$ cat src/rtl/disp_scan_8seg_if.sv
// disp_scan_8seg_if: load port and decoder-side outputs of the digit scanner
interface disp_scan_8seg_if #(parameter int NDIGITS = 8);
  logic wr;
  logic [4*NDIGITS-1:0] wdata;
  logic [NDIGITS-1:0] wdot;
  logic lz_en;
  logic [3:0] tetrade;
  logic dot;
  logic oe;
  logic [NDIGITS-1:0] dig_sel;
  logic frame;
  logic pend;
  modport master (output wr, wdata, wdot, lz_en, input tetrade, dot, oe, dig_sel, frame, pend);
  modport slave (input wr, wdata, wdot, lz_en, output tetrade, dot, oe, dig_sel, frame, pend);
endinterface

$ cat src/rtl/disp_scan_8seg.sv
// disp_scan_8seg: multiplexed digit scanner feeding a per-digit hex-to-segment decoder
module disp_scan_8seg #(
  parameter int NDIGITS = 8,
  parameter int DIV = 1000,
  parameter int BLANK = 16
) (
  input logic clk,
  input logic rst_n,
  disp_scan_8seg_if.slave bus
);
  localparam int CW = $clog2(DIV);
  localparam int IW = NDIGITS > 1 ? $clog2(NDIGITS) : 1;
  logic [CW-1:0] cnt;
  logic [IW-1:0] idx;
  logic [4*NDIGITS-1:0] act_val, pnd_val;
  logic [NDIGITS-1:0] act_dot, pnd_dot;
  logic slot_end, frame_end, hi_nz, vis;
  assign slot_end = cnt == CW'(DIV - 1);
  assign frame_end = slot_end && idx == IW'(NDIGITS - 1);
  // any nonzero nibble or dot at or above the current digit keeps it lit
  always_comb begin
    hi_nz = 1'b0;
    for (int i = 0; i < NDIGITS; i++)
      hi_nz = hi_nz | (IW'(i) >= idx && ((|act_val[4*i+:4]) || act_dot[i]));
  end
  assign vis = cnt >= CW'(BLANK) && (!bus.lz_en || idx == '0 || hi_nz);
  // active only changes at frame end; a write landing on that cycle bypasses pending
  always_ff @(posedge clk or negedge rst_n)
    if (!rst_n) begin
      cnt <= '0;
      idx <= '0;
      act_val <= '0;
      act_dot <= '0;
      pnd_val <= '0;
      pnd_dot <= '0;
      bus.pend <= 1'b0;
      bus.frame <= 1'b0;
      bus.oe <= 1'b0;
      bus.dig_sel <= '0;
      bus.tetrade <= '0;
      bus.dot <= 1'b0;
    end else begin
      cnt <= slot_end ? '0 : cnt + 1'b1;
      if (slot_end) idx <= frame_end ? '0 : idx + 1'b1;
      if (frame_end && (bus.wr || bus.pend))
        {act_val, act_dot} <= bus.wr ? {bus.wdata, bus.wdot} : {pnd_val, pnd_dot};
      if (bus.wr) {pnd_val, pnd_dot} <= {bus.wdata, bus.wdot};
      bus.pend <= !frame_end && (bus.wr || bus.pend);
      bus.frame <= frame_end;
      bus.oe <= vis;
      bus.dig_sel <= vis ? NDIGITS'(1) << idx : '0;
      bus.tetrade <= vis ? act_val[4*idx+:4] : '0;
      bus.dot <= vis && act_dot[idx];
    end
endmodule

$ cat src/flat_wrapper.sv
// flat-port wrapper written by rule: the top's interface ports become plain ports
module disp_scan_8seg_flat 
#(
  parameter int NDIGITS = 8,
  parameter int DIV = 1000,
  parameter int BLANK = 16
)
  (clk, rst_n, bus_wr, bus_wdata, bus_wdot, bus_lz_en, bus_tetrade, bus_dot, bus_oe, bus_dig_sel, bus_frame, bus_pend);
  disp_scan_8seg_if #(.NDIGITS(NDIGITS)) bus_i ();
  input logic clk;
  input logic rst_n;
  input wire logic [$bits(bus_i.wr)-1:0] bus_wr;
  input wire logic [$bits(bus_i.wdata)-1:0] bus_wdata;
  input wire logic [$bits(bus_i.wdot)-1:0] bus_wdot;
  input wire logic [$bits(bus_i.lz_en)-1:0] bus_lz_en;
  output wire logic [$bits(bus_i.tetrade)-1:0] bus_tetrade;
  output wire logic [$bits(bus_i.dot)-1:0] bus_dot;
  output wire logic [$bits(bus_i.oe)-1:0] bus_oe;
  output wire logic [$bits(bus_i.dig_sel)-1:0] bus_dig_sel;
  output wire logic [$bits(bus_i.frame)-1:0] bus_frame;
  output wire logic [$bits(bus_i.pend)-1:0] bus_pend;
  assign bus_i.wr = bus_wr;
  assign bus_i.wdata = bus_wdata;
  assign bus_i.wdot = bus_wdot;
  assign bus_i.lz_en = bus_lz_en;
  assign bus_tetrade = bus_i.tetrade;
  assign bus_dot = bus_i.dot;
  assign bus_oe = bus_i.oe;
  assign bus_dig_sel = bus_i.dig_sel;
  assign bus_frame = bus_i.frame;
  assign bus_pend = bus_i.pend;
  disp_scan_8seg #(.NDIGITS(NDIGITS), .DIV(DIV), .BLANK(BLANK)) u_core (.clk(clk), .rst_n(rst_n), .bus(bus_i));
endmodule
$ cat config.mk
export PLATFORM = sky130hd
export DESIGN_NAME = disp_scan_8seg_flat
export DESIGN_NICKNAME = d
export VERILOG_FILES = /design/src/rtl/disp_scan_8seg_if.sv /design/src/rtl/disp_scan_8seg.sv /design/src/flat_wrapper.sv
export SDC_FILE = /design/constraint.sdc
export NUM_CORES = 1
export LEC_CHECK = 0
export ABC_AREA = 1
export BUFFER_PORTS_ARGS = -buffer_cell sky130_fd_sc_hd__buf_2
export CAP_MARGIN = 10
export CORE_MARGIN = 2
export CORE_UTILIZATION = 35
export DETAILED_ROUTE_END_ITERATION = 8
export HOLD_SLACK_MARGIN = 0.03
export SYNTH_ARGS = -nofsm -noshare
export SYNTH_HDL_FRONTEND = slang
export SYNTH_SLANG_ARGS = --single-unit
export TNS_END_PERCENT = 5
$ cat constraint.sdc
create_clock -name clk -period 2.8 [get_ports clk]
set_clock_uncertainty 0.2 [all_clocks]
set_input_delay 0.7 -clock clk [delete_from_list [all_inputs] [get_ports clk]]
set_output_delay 0.7 -clock clk [all_outputs]
set_load 0.01 [all_outputs]
# Yosys cells after proc, flatten, opt, wreduce, memory -nomap -nowiden
# Cells that the tools add are included.
# op_classes
n_addsub	2
multipliers	0
div_mod_pow	0
n_lt_le_gt_ge	10
eq_ne	2
shifts	2
muxes	7
bitwise	7
n_reduce_logical	35
# ops
cell	count
40-bit two-way mux	1
4-bit OR reduction	8
32-bit by 6-bit variable part select with 4-bit output	1
1-bit logical AND	13
3-bit >= comparator, first input constant	4
1-bit logical OR	11
10-bit by 1-bit adder with 10-bit output, second input constant	1
10-bit == test, second input constant	1
10-bit by 5-bit >= comparator with 1-bit output, second input constant	1
10-bit two-way mux	1
8-bit two-way mux	1
1-bit by 3-bit left shift with 8-bit output, first input constant	1
1-bit OR	7
1-bit by 3-bit >= comparator with 1-bit output, first input constant	2
2-bit by 3-bit >= comparator with 1-bit output, first input constant	2
3-bit by 4-bit < comparator with 1-bit output, second input constant	1
4-bit two-way mux	1
3-bit by 1-bit adder with 3-bit output, second input constant	1
1-bit binary-select mux with 3-bit select	1
3-bit == test, second input constant	1
3-bit zero test	1
3-bit two-way mux	1
1-bit zero test	2
1-bit two-way mux	1
# word_totals
ff_bits	109
latchBits	0
ramBits	0
mem_bits_ro	0
input_bits	44
output_inout_bits	16
wordCells	77
mem_count	0

# Depth between registers and ports, before layout
# Gate-level depths: netlist of the first run.
# depth
word_depth	13
mapped_depth	14
depth_no_buf	10

# Least setup slack after synthesis of the first run
# No wires, ideal clock.
# synth_path
kind	register to register
start	register u_core.idx[0]
end	register u_core.bus.dig_sel[0]
setup_time_ns	0.118
t_arrival_ns	1.797
required_ns	2.482
setup_slack_ns	0.685
stages_incl_launch_ff	15
path_buffers	4
period_less_slack_ns	2.115
cell_sequence	dfrtp_1 > buf_2 > inv_2 > buf_2 > buf_2 > ha_1 > nand2_1 > nand2_1 > nor2_1 > nand2_1 > nor2_1 > nand2_1 > nand2_2 > buf_6 > nor2_1
# synth_between
elab_chain_len	12
elab_cells_between_ends	29
classes_between	order compare (8); shift (1); mux (1); bitwise (7); reduce/logical (12)
# synth_rtl
item	line_no	source
start: declaration	disp_scan_8seg.sv:14	logic [IW-1:0] idx;
start signal: assignment	disp_scan_8seg.sv:44	if (slot_end) idx <= frame_end ? '0 : idx + 1'b1;
1-bit by 3-bit >= comparator with 1-bit output	disp_scan_8seg.sv:24	hi_nz = hi_nz | (IW'(i) >= idx && ((|act_val[4*i+:4]) || act_dot[i]));
1-bit logical AND	disp_scan_8seg.sv:24	
1-bit OR (7 in a row)	disp_scan_8seg.sv:24	
1-bit logical OR	disp_scan_8seg.sv:26	assign vis = cnt >= CW'(BLANK) && (!bus.lz_en || idx == '0 || hi_nz);
1-bit logical AND	disp_scan_8seg.sv:26	
8-bit two-way mux *	disp_scan_8seg.sv:51	bus.dig_sel <= vis ? NDIGITS'(1) << idx : '0;
end signal: assignment	disp_scan_8seg.sv:51	
end: declaration	disp_scan_8seg_if.sv:14	modport slave (input wr, wdata, wdot, lz_en, output tetrade, dot, oe, dig_sel, frame, pend);
# Every way passes the cells marked *; elsewhere a longest branch is shown, timed or not.
# A chain may end at the register's enable or synchronous reset.

# Worst setup path after layout of the first run
# layout_path
start	register u_core.idx[1]
end	register u_core.bus.tetrade[0]
# layout_between
elab_chain_len	12
elab_cells_between_ends	29
classes_between	order compare (8); shift (1); mux (1); bitwise (7); reduce/logical (12)
# layout_rtl
item	line_no	source
1-bit by 3-bit >= comparator with 1-bit output	disp_scan_8seg.sv:24	
1-bit logical AND	disp_scan_8seg.sv:24	
1-bit OR (7 in a row)	disp_scan_8seg.sv:24	
1-bit logical OR	disp_scan_8seg.sv:26	
1-bit logical AND	disp_scan_8seg.sv:26	
4-bit two-way mux *	disp_scan_8seg.sv:52	bus.tetrade <= vis ? act_val[4*idx+:4] : '0;
end signal: assignment	disp_scan_8seg.sv:52	
end: declaration	disp_scan_8seg_if.sv:14	
# Marked as above.

==> results of run 1 <==
## critical path: cells and delay by family, from the launching register on
kind	cells	cell delay [ns]
and+or+nand+nor	8	0.91
adders and majority gates	1	0.24
buffers and inverters	1	0.15
DFF	1	0.49
## power by group
| group | internal [mW] | total [mW] | switching (mW) | leakage (nW) |
|---|---|---|---|---|
| sequential | 1.62 | 1.64 | 0.0133 | 1.42 |
| clock | 0.960 | 1.51 | 0.552 | 0.175 |
| combinational | 0.0581 | 0.171 | 0.113 | 1.38 |
## stage by stage
| step | std cells | hold WS (ns) | instance area, um^2 |
|---|---|---|---|
| 6_report | 835 | 0.156 | 5680 |
| 5_1_grt | 835 | 0.190 | 5680 |
| 4_1_cts | 835 | 0.164 | 5680 |
| 3_5_place_dp | 819 | 0.258 | 5320 |
| 3_3_place_gp | 819 | 0.255 | 5320 |
| 2_1_floorplan | 600 | 0.204 | 4820 |
## metal layers
layer	wire [um]	up-vias
li1	-	1958
met1	4740	1756
met2	4640	86
met3	540	7
met4	94	0
met5	0	-
## logic make-up after synthesis
kind of cell	synth area share, %
buffers and inverters	7.55
xor gates and xnor gates	0.364
DFF	56.6
AOI/OAI and AO/OA	5.56
adders and majority gates	2.08
and+or+nand+nor	27.9
## flip-flops by register name, summed over array words and instances, names as in the netlist, 3 cells and up
name and count:
u_core.act_dot 8, u_core.act_val 32, u_core.bus.dig_sel 8, u_core.bus.tetrade 4
u_core.cnt 10, u_core.idx 3, u_core.pnd_dot 8, u_core.pnd_val 32
## final timing paths
kind                            cells past startpoint  slack [ns]          startpoint                    end
worst min-delay path                                1        0.16               rst_n          u_core.cnt[7]
worst max-delay path                               10        0.69       u_core.idx[1]  u_core.bus.tetrade[0]
worst min register to register                      2        0.27  u_core.pnd_val[14]     u_core.pnd_val[14]
min in group clk                                    2        0.27  u_core.pnd_val[14]     u_core.pnd_val[14]
max in group asynchronous                           2        1.57               rst_n     u_core.pnd_val[22]
worst max register to register                     10        0.69       u_core.idx[1]  u_core.bus.tetrade[0]
## cells in the final DEF, fill, tap and decap left out
master	netlist	final
nand3b_1	3	3
dfrtp_1	109	109
clkinv_1	1	1
inv_2	5	5
a21oi_1	1	1
nand2_2	1	1
clkinvlp_4	0	1
nor2_2	1	1
nor2_1	56	56
nand3_1	26	25
xor2_1	2	2
buf_12	0	2
buf_4	0	7
inv_1	62	62
clkbuf_16	0	9
buf_2	9	58
nand4_1	8	8
clkinv_2	0	2
or2_2	1	1
o211a_1	1	1
o21ai_1	12	12
o211ai_1	3	3
nand3_2	0	1
ha_1	8	8
nand2_1	240	240
bufinv_16	0	4
nor3_1	2	2
o21ai_0	34	34
## cell type report
cell class	count	area, um^2
Clock buffer	9	225
Clock inverter	7	138
Fill cell	1383	7670
Inverter	68	255
Multi-Input combinational cell	399	1730
Sequential cell	109	2730
Tap cell	176	220
Timing Repair Buffer	67	383
==> qor.csv, run 1 <==
stage,metric,value,unit
run_status,status,completed,
global_route,vias in the first global route,3690,
global_route,met3 Usage GRT,3.67,%
logic_synthesis,syn_nets,652,
critical_path,crit end category,register,
placed_design,gpl congestion,0.847,
clock_tree,H-tree levels,3,
finish,area grow syn2layout,17.9,%
detailed_routing,Pre-antenna DRT Iters,5,
global_route,initial antenna violation count,0,
floorplan,Rows,42,
sta,Tmin final,2.11,ns
logic_synthesis,most common cell in the synthesized netlist,nand2_1,
logic_synthesis,"Seq/Total Area, Yosys",56.6,%
power,worst vdd ir,0.000293,V
finish,"Core Util, Final",42.6,%
critical_path,Max Fanout on Critical Path,14,
floorplan,Core Footprint,0.0133,mm^2
sta,Slew @ Worst Pin,0.599,ns
power,leakage power,2.98,nW
logic_synthesis,YS warnings,0,
global_route,total grt overflow,0,
detailed_routing,DR iter-0 viols,272,
sta,RSZ-0062 raised after global routing,no,
floorplan,I/O pin count,60,
sta,Rel. slew slack,60.1,%
logic_synthesis,Post-synth EDFFs,0,
global_route,gr usage total,15.1,%
sta,Fin Setup TNS,0,ns
power,power per cell area,585,mW/mm^2
detailed_routing,via/cell ratio,4.56,
logic_synthesis,dominant cells by area after synthesis,"dfrtp_1, nand2_1, inv_1",
finish,fraction of layout cells with a size suffix above 1,14.0,%
sta,period utilization,75.3,%
placed_design,Setup Slack @ Placement,0.625,ns
floorplan,die area,0.0147,mm^2
clock_tree,clock buffer count from CTS,9,
sta,Max Clk Rate,474,MHz
critical_path,crit path kind,reg -> reg,
critical_path,CP most frequent cell,nand2_1,
sta,final number of setup-violating endpoints,0,
critical_path,crit-path cells,inv_1 -> ha_1 -> nand2_1 -> nand2_1 -> nor2_1 -> nand2_1 -> nor2_1 -> nand2_1 -> nand2_2 -> nor2_1,
logic_synthesis,Most used DFF post-synth,dfrtp_1,
logic_synthesis,top post-synthesis cells by count,"nand2_1, dfrtp_1, inv_1",
global_route,routing usage on met2,23.4,%
global_route,first-pass GRT wire length,17.5,mm
global_route,largest net degree at the start of global routing,81,
detailed_routing,final antenna-violating net count,0,
sta,final setup margin,0.692,ns
logic_synthesis,Gate Count Post-Synth,600,
clock_tree,CTS root buf,clkbuf_16,
worst_hold_path,HP Class,in -> async,
logic_synthesis,Yosys top cell by area,dfrtp_1,
logic_synthesis,Yosys reg bits,109,
logic_synthesis,synth unique cells,24,
global_route,busiest layer in global routing,met2,
clock_tree,CTS Sinks,109,
floorplan,Die Y,121,um
floorplan,Starting Density,36.1,%
logic_synthesis,Avg Inst Size Synth,8.03,um^2
clock_tree,TritonCTS clock tree,done,
clock_tree,Setup Buffers After CTS,0,
sta,Hold Fails Final Rpt,0,
placed_design,Port Buf Inserts,59,
logic_synthesis,share of the synthesized area in the top cell type,56.6,%
placed_design,dpl hpwl,7.34,mm
logic_synthesis,Synth Cell Area,0.00482,mm^2
global_route,M1 GR Usage,21.1,%
critical_path,Crit path arrival time,2.13,ns
detailed_routing,drc violations,0,
critical_path,Worst path slowest cell,dfrtp_1,
clock_tree,cts hold-fix bufs,0,
logic_synthesis,async set-reset flop share out of synthesis,100,%
clock_tree,worst skew pair latency,0.35,ns
finish,Nets,706,
critical_path,startpoint types,register,
clock_tree,CTS max path bufs,2,
detailed_routing,vias after detailed routing,3807,
power,total power draw,3.32,mW
floorplan,Die X-Extent,121,um
finish,Antenna diodes,0,
sta,max-slew violations,0,
detailed_routing,DRT Wirelength,10.0,mm
clock_tree,clock slew at reported path FFs,0.07,ns
clock_tree,post-cts resize count,0,
flow_run,max_cap viols,0,
critical_path,CP max stage delay,0.49,ns
detailed_routing,Avg WL per Cell,12.0,um
critical_path,"Data required, critical path",2.82,ns
(Power assumes the default switching activity.)
==> inputs of run 2 (changes only) <==
clock period = 2 ns   (was 2.8 ns; I/O delays follow)
==> run 2 against run 1 <==
Net effect:
- die area unchanged
- non-clock buffer count is 4 higher
- wire length rose by 3.1%
- core utilization is 0.14 points higher
- critical path type unchanged
- global-route usage grew 0.22 points
- first-iteration DRC count rose by 2.2%
==> qor.csv, run 2 (same netlist as run 1, synthesis figures left out) <==
stage,metric,value,unit,change
critical_path,crit path kind,reg -> reg,,unchanged
clock_tree,Setup Buffers After CTS,0,,unchanged
clock_tree,CTS max path bufs,2,,unchanged
clock_tree,clock slew at reported path FFs,0.07,ns,about the same
floorplan,Core Footprint,0.0133,mm^2,unchanged
worst_hold_path,HP Class,in -> reg,,was in -> async
global_route,largest net degree at the start of global routing,81,,unchanged
floorplan,die area,0.0147,mm^2,unchanged
detailed_routing,drc violations,0,,unchanged
power,worst vdd ir,0.000394,V,was 0.000293 V
placed_design,cell count after placement,822,,was 819
sta,Slew @ Worst Pin,0.396,ns,was 0.599 ns
sta,final setup margin,0.131,ns,was 0.692 ns
sta,Hold Fails Final Rpt,0,,unchanged
critical_path,startpoint types,register,,unchanged
clock_tree,H-tree levels,3,,unchanged
critical_path,crit end category,register,,unchanged
finish,most frequent cells in the layout,"nand2_1, dfrtp_1, inv_1, buf_2, nor2_1",,unchanged
detailed_routing,DR WL met2,4.67,mm,was 4.64 mm
finish,fin area,0.00570,mm^2,was 0.00568 mm^2
clock_tree,CTS Sinks,109,,unchanged
sta,RSZ-0062 raised after global routing,yes,,was no
sta,final number of setup-violating endpoints,0,,unchanged
detailed_routing,Pre-antenna DRT Iters,5,,unchanged
sta,Rel. slew slack,73.6,%,was 60.1%
sta,period utilization,93.4,%,was 75.3%
global_route,vias in the first global route,3856,,was 3690
finish,Nets,710,,was 706
critical_path,"Data required, critical path",2.01,ns,was 2.82 ns
finish,Antenna diodes,0,,unchanged
power,power per cell area,768,mW/mm^2,was 585 mW/mm^2
sta,max-slew violations,0,,unchanged
detailed_routing,DRT Wirelength,10.3,mm,was 10.0 mm
placed_design,gpl congestion,0.894,,was 0.847
global_route,initial antenna violation count,0,,unchanged
finish,Top Registers,"u_core.act_val x32, u_core.pnd_val x32, u_core.cnt x10",,unchanged
placed_design,dpl hpwl,7.59,mm,was 7.34 mm
placed_design,dpl cell area,0.00537,mm^2,was 0.00532 mm^2
placed_design,Setup Slack @ Placement,0.0786,ns,was 0.625 ns
placed_design,Port Buf Inserts,59,,unchanged
detailed_routing,vias after detailed routing,3830,,was 3807
flow_run,max_cap viols,0,,unchanged
power,leakage power,2.98,nW,about the same
detailed_routing,wl on met1,5.08,mm,was 4.74 mm
finish,fraction of layout cells with a size suffix above 1,14.5,%,was 14.0%
critical_path,Max Fanout on Critical Path,80,,was 14
floorplan,Die X-Extent,121,um,unchanged
floorplan,Rows,42,,unchanged
run_status,status,completed,,unchanged
floorplan,Starting Density,36.1,%,unchanged
clock_tree,worst skew pair latency,0.35,ns,about the same
detailed_routing,DR iter-0 viols,278,,was 272
clock_tree,clock buffer count from CTS,9,,unchanged
detailed_routing,final antenna-violating net count,0,,unchanged
global_route,first-pass GRT wire length,18.0,mm,was 17.5 mm
critical_path,Crit path arrival time,1.88,ns,was 2.13 ns
sta,Max Clk Rate,535,MHz,was 474 MHz
detailed_routing,Avg WL per Cell,12.3,um,was 12.0 um
finish,"Core Util, Final",42.7,%,was 42.6%
finish,final std cells w/o fill,839,,was 835
finish,"commonest non-fill, non-tap cell in the layout",nand2_1,,unchanged
floorplan,I/O pin count,60,,unchanged
detailed_routing,max layer used,met4,,unchanged
floorplan,Die Y,121,um,unchanged
global_route,gr usage total,15.3,%,was 15.1%
detailed_routing,via/cell ratio,4.56,,about the same
clock_tree,CTS root buf,clkbuf_16,,unchanged
global_route,total grt overflow,0,,unchanged
clock_tree,TritonCTS clock tree,done,,unchanged
sta,Tmin final,1.87,ns,was 2.11 ns
detailed_routing,WL met3,381,um,was 540 um
finish,area grow syn2layout,18.3,%,was 17.9%
[run 2: critical path, stage by stage (launching register included)]
cell     delay (ns)
dfrtp_1        0.40
ha_1           0.18
nand2_1        0.09
inv_2          0.09
nand4_1        0.10
nor2_2         0.14
nand3_2        0.10
buf_12         0.20
nand2_1        0.10
o21ai_0        0.08
[run 2: final cells by class]
class | instances | area, um^2
flip-flops and latches | 109 | 2730
fillers | 1389 | 7650
clock inverters | 2 | 38.8
clock buffers | 14 | 274
inverters | 68 | 255
multi-input cells | 399 | 1740
well taps | 176 | 220
repair buffers | 71 | 440
[run 2: path summary, 6_finish.rpt]
check / start / endpoint / slack, ns / cells past startpoint
min: bus_wdata[8] / u_core.pnd_val[8] / 0.18 / 3
min in group asynchronous: rst_n / u_core.cnt[2] / 0.41 / 2
min reg2reg: u_core.pnd_val[2] / u_core.pnd_val[2] / 0.27 / 2
max reg2reg: u_core.cnt[0] / u_core.act_val[1] / 0.13 / 9
max: u_core.cnt[0] / u_core.act_val[1] / 0.13 / 9
max in group asynchronous: rst_n / u_core.act_val[19] / 0.65 / 3
[run 2: what timing repair did]
item,CTS,global route
hold buffers,1,0
resized for setup,0,3
endpoints found under the hold margin,24,0
setup endpoints to repair,0,40
[run 2: through the flow]
stage	total power, mW	hold WS, ns	setup TNS [ns]
CTS	4.44	0.163	0
floorplan	2.45	0.00441	0
global route	4.56	0.185	-0.661
detailed placement	2.60	0.254	0
global placement	2.59	0.256	0
finish	4.38	0.176	0
[run 2: routing by layer]
metal	vias to the layer above	track usage (%)
li1	1952	-
met1	1786	21.0
met2	76	24.3
met3	16	2.87
met4	0	5.75
met5	-	0
[run 2: power by group]
| part | total [mW] | internal (mW) | switching, mW | leakage, nW |
|---|---|---|---|---|
| Combinational | 0.250 | 0.0906 | 0.159 | 1.41 |
| Clock | 1.83 | 1.08 | 0.754 | 0.154 |
| Sequential | 2.29 | 2.27 | 0.0193 | 1.42 |
| Total | 4.38 | 3.44 | 0.932 | 2.98 |
==> inputs of run 3 (changes only) <==
ABC_AREA = default   (was 1)
REMOVE_ABC_BUFFERS = 1   (was default)
==> run 3 against run 2 <==
Net effect:
- the flow now finishes with violations (setup timing)
- setup slack got worse by 0.25 ns
- critical endpoint is now u_core.act_val[31]
- fmax decreased by 12%
- via count decreased by 22%
- highest routed layer unchanged
- critical path type unchanged
- critical path depth decreased by 1
==> qor.csv, run 3 <==
stage,metric,value,unit,change
floorplan,I/O pin count,60,,unchanged
critical_path,crit path kind,reg -> reg,,unchanged
worst_hold_path,HP Class,in -> reg,,unchanged
critical_path,Worst path slowest cell,dfrtp_1,,unchanged
clock_tree,CTS root buf,clkbuf_16,,unchanged
power,worst vdd ir,0.000460,V,was 0.000394 V
flow_run,max_cap viols,0,,unchanged
critical_path,cell family with most CP delay,simple AND/OR/NAND/NOR gates,,unchanged
logic_synthesis,dominant cells by area after synthesis,"dfrtp_1, mux2_1, mux2_2",,"was dfrtp_1, nand2_1, inv_1"
logic_synthesis,YS warnings,0,,unchanged
sta,Tmin final,2.12,ns,was 1.87 ns
finish,Top Registers,"u_core.act_val x32, u_core.pnd_val x32, u_core.cnt x10",,unchanged
detailed_routing,DRT Wirelength,10.3,mm,about the same
critical_path,Crit path arrival time,2.14,ns,was 1.88 ns
clock_tree,TritonCTS clock tree,done,,unchanged
global_route,met3 Usage GRT,3.74,%,was 2.87%
global_route,first-pass GRT wire length,17.1,mm,was 18.0 mm
detailed_routing,via/cell ratio,4.83,,was 4.56
clock_tree,clock slew at reported path FFs,0.07,ns,about the same
placed_design,Setup Slack @ Placement,-0.364,ns,was 0.0786 ns
critical_path,startpoint types,register,,unchanged
global_route,M1 GR Usage,20.3,%,was 21.0%
finish,area taken by multi-input logic gates,0.00196,mm^2,was 0.00174 mm^2
finish,"commonest non-fill, non-tap cell in the layout",dfrtp_1,,was nand2_1
placed_design,gpl congestion,0.835,,was 0.894
floorplan,Core Footprint,0.0131,mm^2,was 0.0133 mm^2
clock_tree,CTS max path bufs,2,,unchanged
global_route,busiest layer in global routing,met2,,unchanged
detailed_routing,Avg WL per Cell,16.5,um,was 12.3 um
floorplan,Die X-Extent,119,um,was 121 um
power,leakage power,2.90,nW,was 2.98 nW
finish,most frequent cells in the layout,"dfrtp_1, buf_2, buf_4, mux2_2",,"was nand2_1, dfrtp_1, inv_1, buf_2, nor2_1"
logic_synthesis,Avg Inst Size Synth,14.2,um^2,was 8.03 um^2
logic_synthesis,most common cell in the synthesized netlist,dfrtp_1,,was nand2_1
logic_synthesis,Synth Cell Area,0.00466,mm^2,was 0.00482 mm^2
floorplan,Starting Density,35.5,%,was 36.1%
finish,FILL cells,1189,,was 1389
global_route,total grt overflow,0,,unchanged
sta,Slew @ Worst Pin,0.425,ns,was 0.396 ns
finish,fraction of layout cells with a size suffix above 1,49.4,%,was 14.5%
detailed_routing,Pre-antenna DRT Iters,4,,was 5
power,total power draw,4.31,mW,was 4.38 mW
sta,Final Hold Slack,0.205,ns,was 0.176 ns
logic_synthesis,"Seq/Total Area, Yosys",58.6,%,was 56.6%
clock_tree,clock buffer count from CTS,9,,unchanged
sta,Hold Fails Final Rpt,0,,unchanged
placed_design,dpl cell area,0.00549,mm^2,was 0.00537 mm^2
logic_synthesis,share of the synthesized area in the top cell type,58.6,%,was 56.6%
sta,period utilization,106,%,was 93.4%
critical_path,CP max stage delay,0.40,ns,about the same
sta,final number of setup-violating endpoints,48,,was 0
critical_path,Buf/Inv on CP,2,,unchanged
logic_synthesis,Gate Count Post-Synth,328,,was 600
clock_tree,worst skew pair latency,0.34,ns,was 0.35 ns
global_route,largest net degree at the start of global routing,40,,was 81
floorplan,Die Y,119,um,was 121 um
sta,Max Clk Rate,472,MHz,was 535 MHz
global_route,vias in the first global route,3286,,was 3856
placed_design,dpl hpwl,7.27,mm,was 7.59 mm
finish,Antenna diodes,0,,unchanged
floorplan,Rows,42,,unchanged
logic_synthesis,top post-synthesis cells by count,"dfrtp_1, mux2_1, mux2_2",,"was nand2_1, dfrtp_1, inv_1"
detailed_routing,DR iter-0 viols,143,,was 278
critical_path,crit-path cells,ha_4 -> nand4_4 -> nor4_4 -> and2_4 -> and2b_4 -> buf_12 -> buf_6 -> mux2_1,,was ha_1 -> nand2_1 -> inv_2 -> nand4_1 -> nor2_2 -> nand3_2 -> buf_12 -> nand2_1 -> o21ai_0
critical_path,"Data required, critical path",2.03,ns,was 2.01 ns
critical_path,Max Fanout on Critical Path,6,,was 80
placed_design,Port Buf Inserts,59,,unchanged
logic_synthesis,synth unique cells,37,,was 24
clock_tree,H-tree levels,3,,unchanged
detailed_routing,vias after detailed routing,2997,,was 3830
global_route,initial antenna violation count,0,,unchanged
sta,Rel. slew slack,71.7,%,was 73.6%
detailed_routing,drc violations,0,,unchanged
finish,fin area,0.00607,mm^2,was 0.00570 mm^2
power,power per cell area,710,mW/mm^2,was 768 mW/mm^2
floorplan,die area,0.0142,mm^2,was 0.0147 mm^2
critical_path,crit end category,register,,unchanged
run_status,status,"complete, but fails checks",,was completed
sta,max-slew violations,0,,unchanged
sta,final setup margin,-0.117,ns,was 0.131 ns
logic_synthesis,Yosys top cell by area,dfrtp_1,,unchanged
global_route,routing usage on met2,25.2,%,was 24.3%
global_route,gr usage total,15.6,%,was 15.3%
sta,RSZ-0062 raised after global routing,yes,,unchanged
finish,"Core Util, Final",46.2,%,was 42.7%
clock_tree,CTS Sinks,109,,unchanged
run_status,violated checks,setup timing,,
detailed_routing,final antenna-violating net count,0,,unchanged
logic_synthesis,async set-reset flop share out of synthesis,100,%,unchanged
finish,Seq. cell area,0.00273,mm^2,about the same
logic_synthesis,Post-synth EDFFs,0,,unchanged
finish,Nets,492,,was 710
finish,area grow syn2layout,30.4,%,was 18.3%
logic_synthesis,Yosys reg bits,109,,unchanged
logic_synthesis,Most used DFF post-synth,dfrtp_1,,unchanged
[run 3: cells by family (layout without fill, tap and decap cells)]
family / after synthesis / in the layout / share of synthesized area (%)
xor+xnor: 7 / 7 / 1.32
flops: 109 / 109 / 58.6
fa+ha+maj: 8 / 8 / 2.15
mux: 90 / 90 / 24.2
compound gates: 22 / 22 / 3.06
simple gates: 67 / 67 / 7.66
buf+inv: 25 / 142 / 3.09
[run 3: metrics by stage]
| stage | TNS (ns) | cells |
|---|---|---|
| floorplan | -24.26 | 313 |
| global placement | -7.01 | 596 |
| detailed placement | -8.17 | 596 |
| CTS | -3.99 | 620 |
| global route | -8.56 | 621 |
| finish | -3.72 | 621 |
[run 3: timing repair]
action,CTS,global route
hold buffers,1,0
endpoints found under the setup margin,48,48
setup buffers,5,2
gates resized for setup,40,5
endpoints found under the hold margin,28,0
gates cloned,2,0
pin swaps,11,3
[run 3: where the power goes]
part	total, mW	switching [mW]	internal [mW]
clock	1.76	0.764	0.997
combinational	0.250	0.125	0.125
sequential	2.30	0.0197	2.28
[run 3: final cells by class]
class | instances | share of cell area [%]
clock buffers | 11 | 4.00
clock inverters | 5 | 0.824
inverters | 10 | 0.618
multi-input cells | 194 | 32.3
flip-flops and latches | 109 | 44.9
well taps | 176 | 3.63
repair buffers | 116 | 13.7
[run 3: worst paths after layout]
kind	end	from	slack (ns)	cells after the start
setup / recovery	u_core.act_val[31]	u_core.cnt[0]	-0.12	8
hold / removal	u_core.pnd_val[4]	bus_wdata[4]	0.20	2
setup reg to reg	u_core.act_val[31]	u_core.cnt[0]	-0.12	8
hold reg to reg	u_core.pnd_val[11]	u_core.pnd_val[11]	0.30	1
max in group asynchronous	u_core.act_val[28]	rst_n	0.62	3
min in group asynchronous	u_core.pnd_val[1]	rst_n	0.43	2
[run 3: worst reg2reg max path, cell delays in order, from the launching register on]
cell and delay, ns:
dfrtp_1 0.40, ha_4 0.16, nand4_4 0.12, nor4_4 0.17, and2_4 0.19, and2b_4 0.19
buf_12 0.13, buf_6 0.12, mux2_1 0.32
[run 3: metal layers]
| metal | part of all wire, % | wire [um] | vias to the layer above |
|---|---|---|---|
| met1 | 45 | 4620 | 1526 |
| met5 | 0 | 0 | - |
| met2 | 49 | 4980 | 69 |
| li1 | - | - | 1387 |
| met4 | 2.5 | 253 | 0 |
| met3 | 3.9 | 399 | 15 |
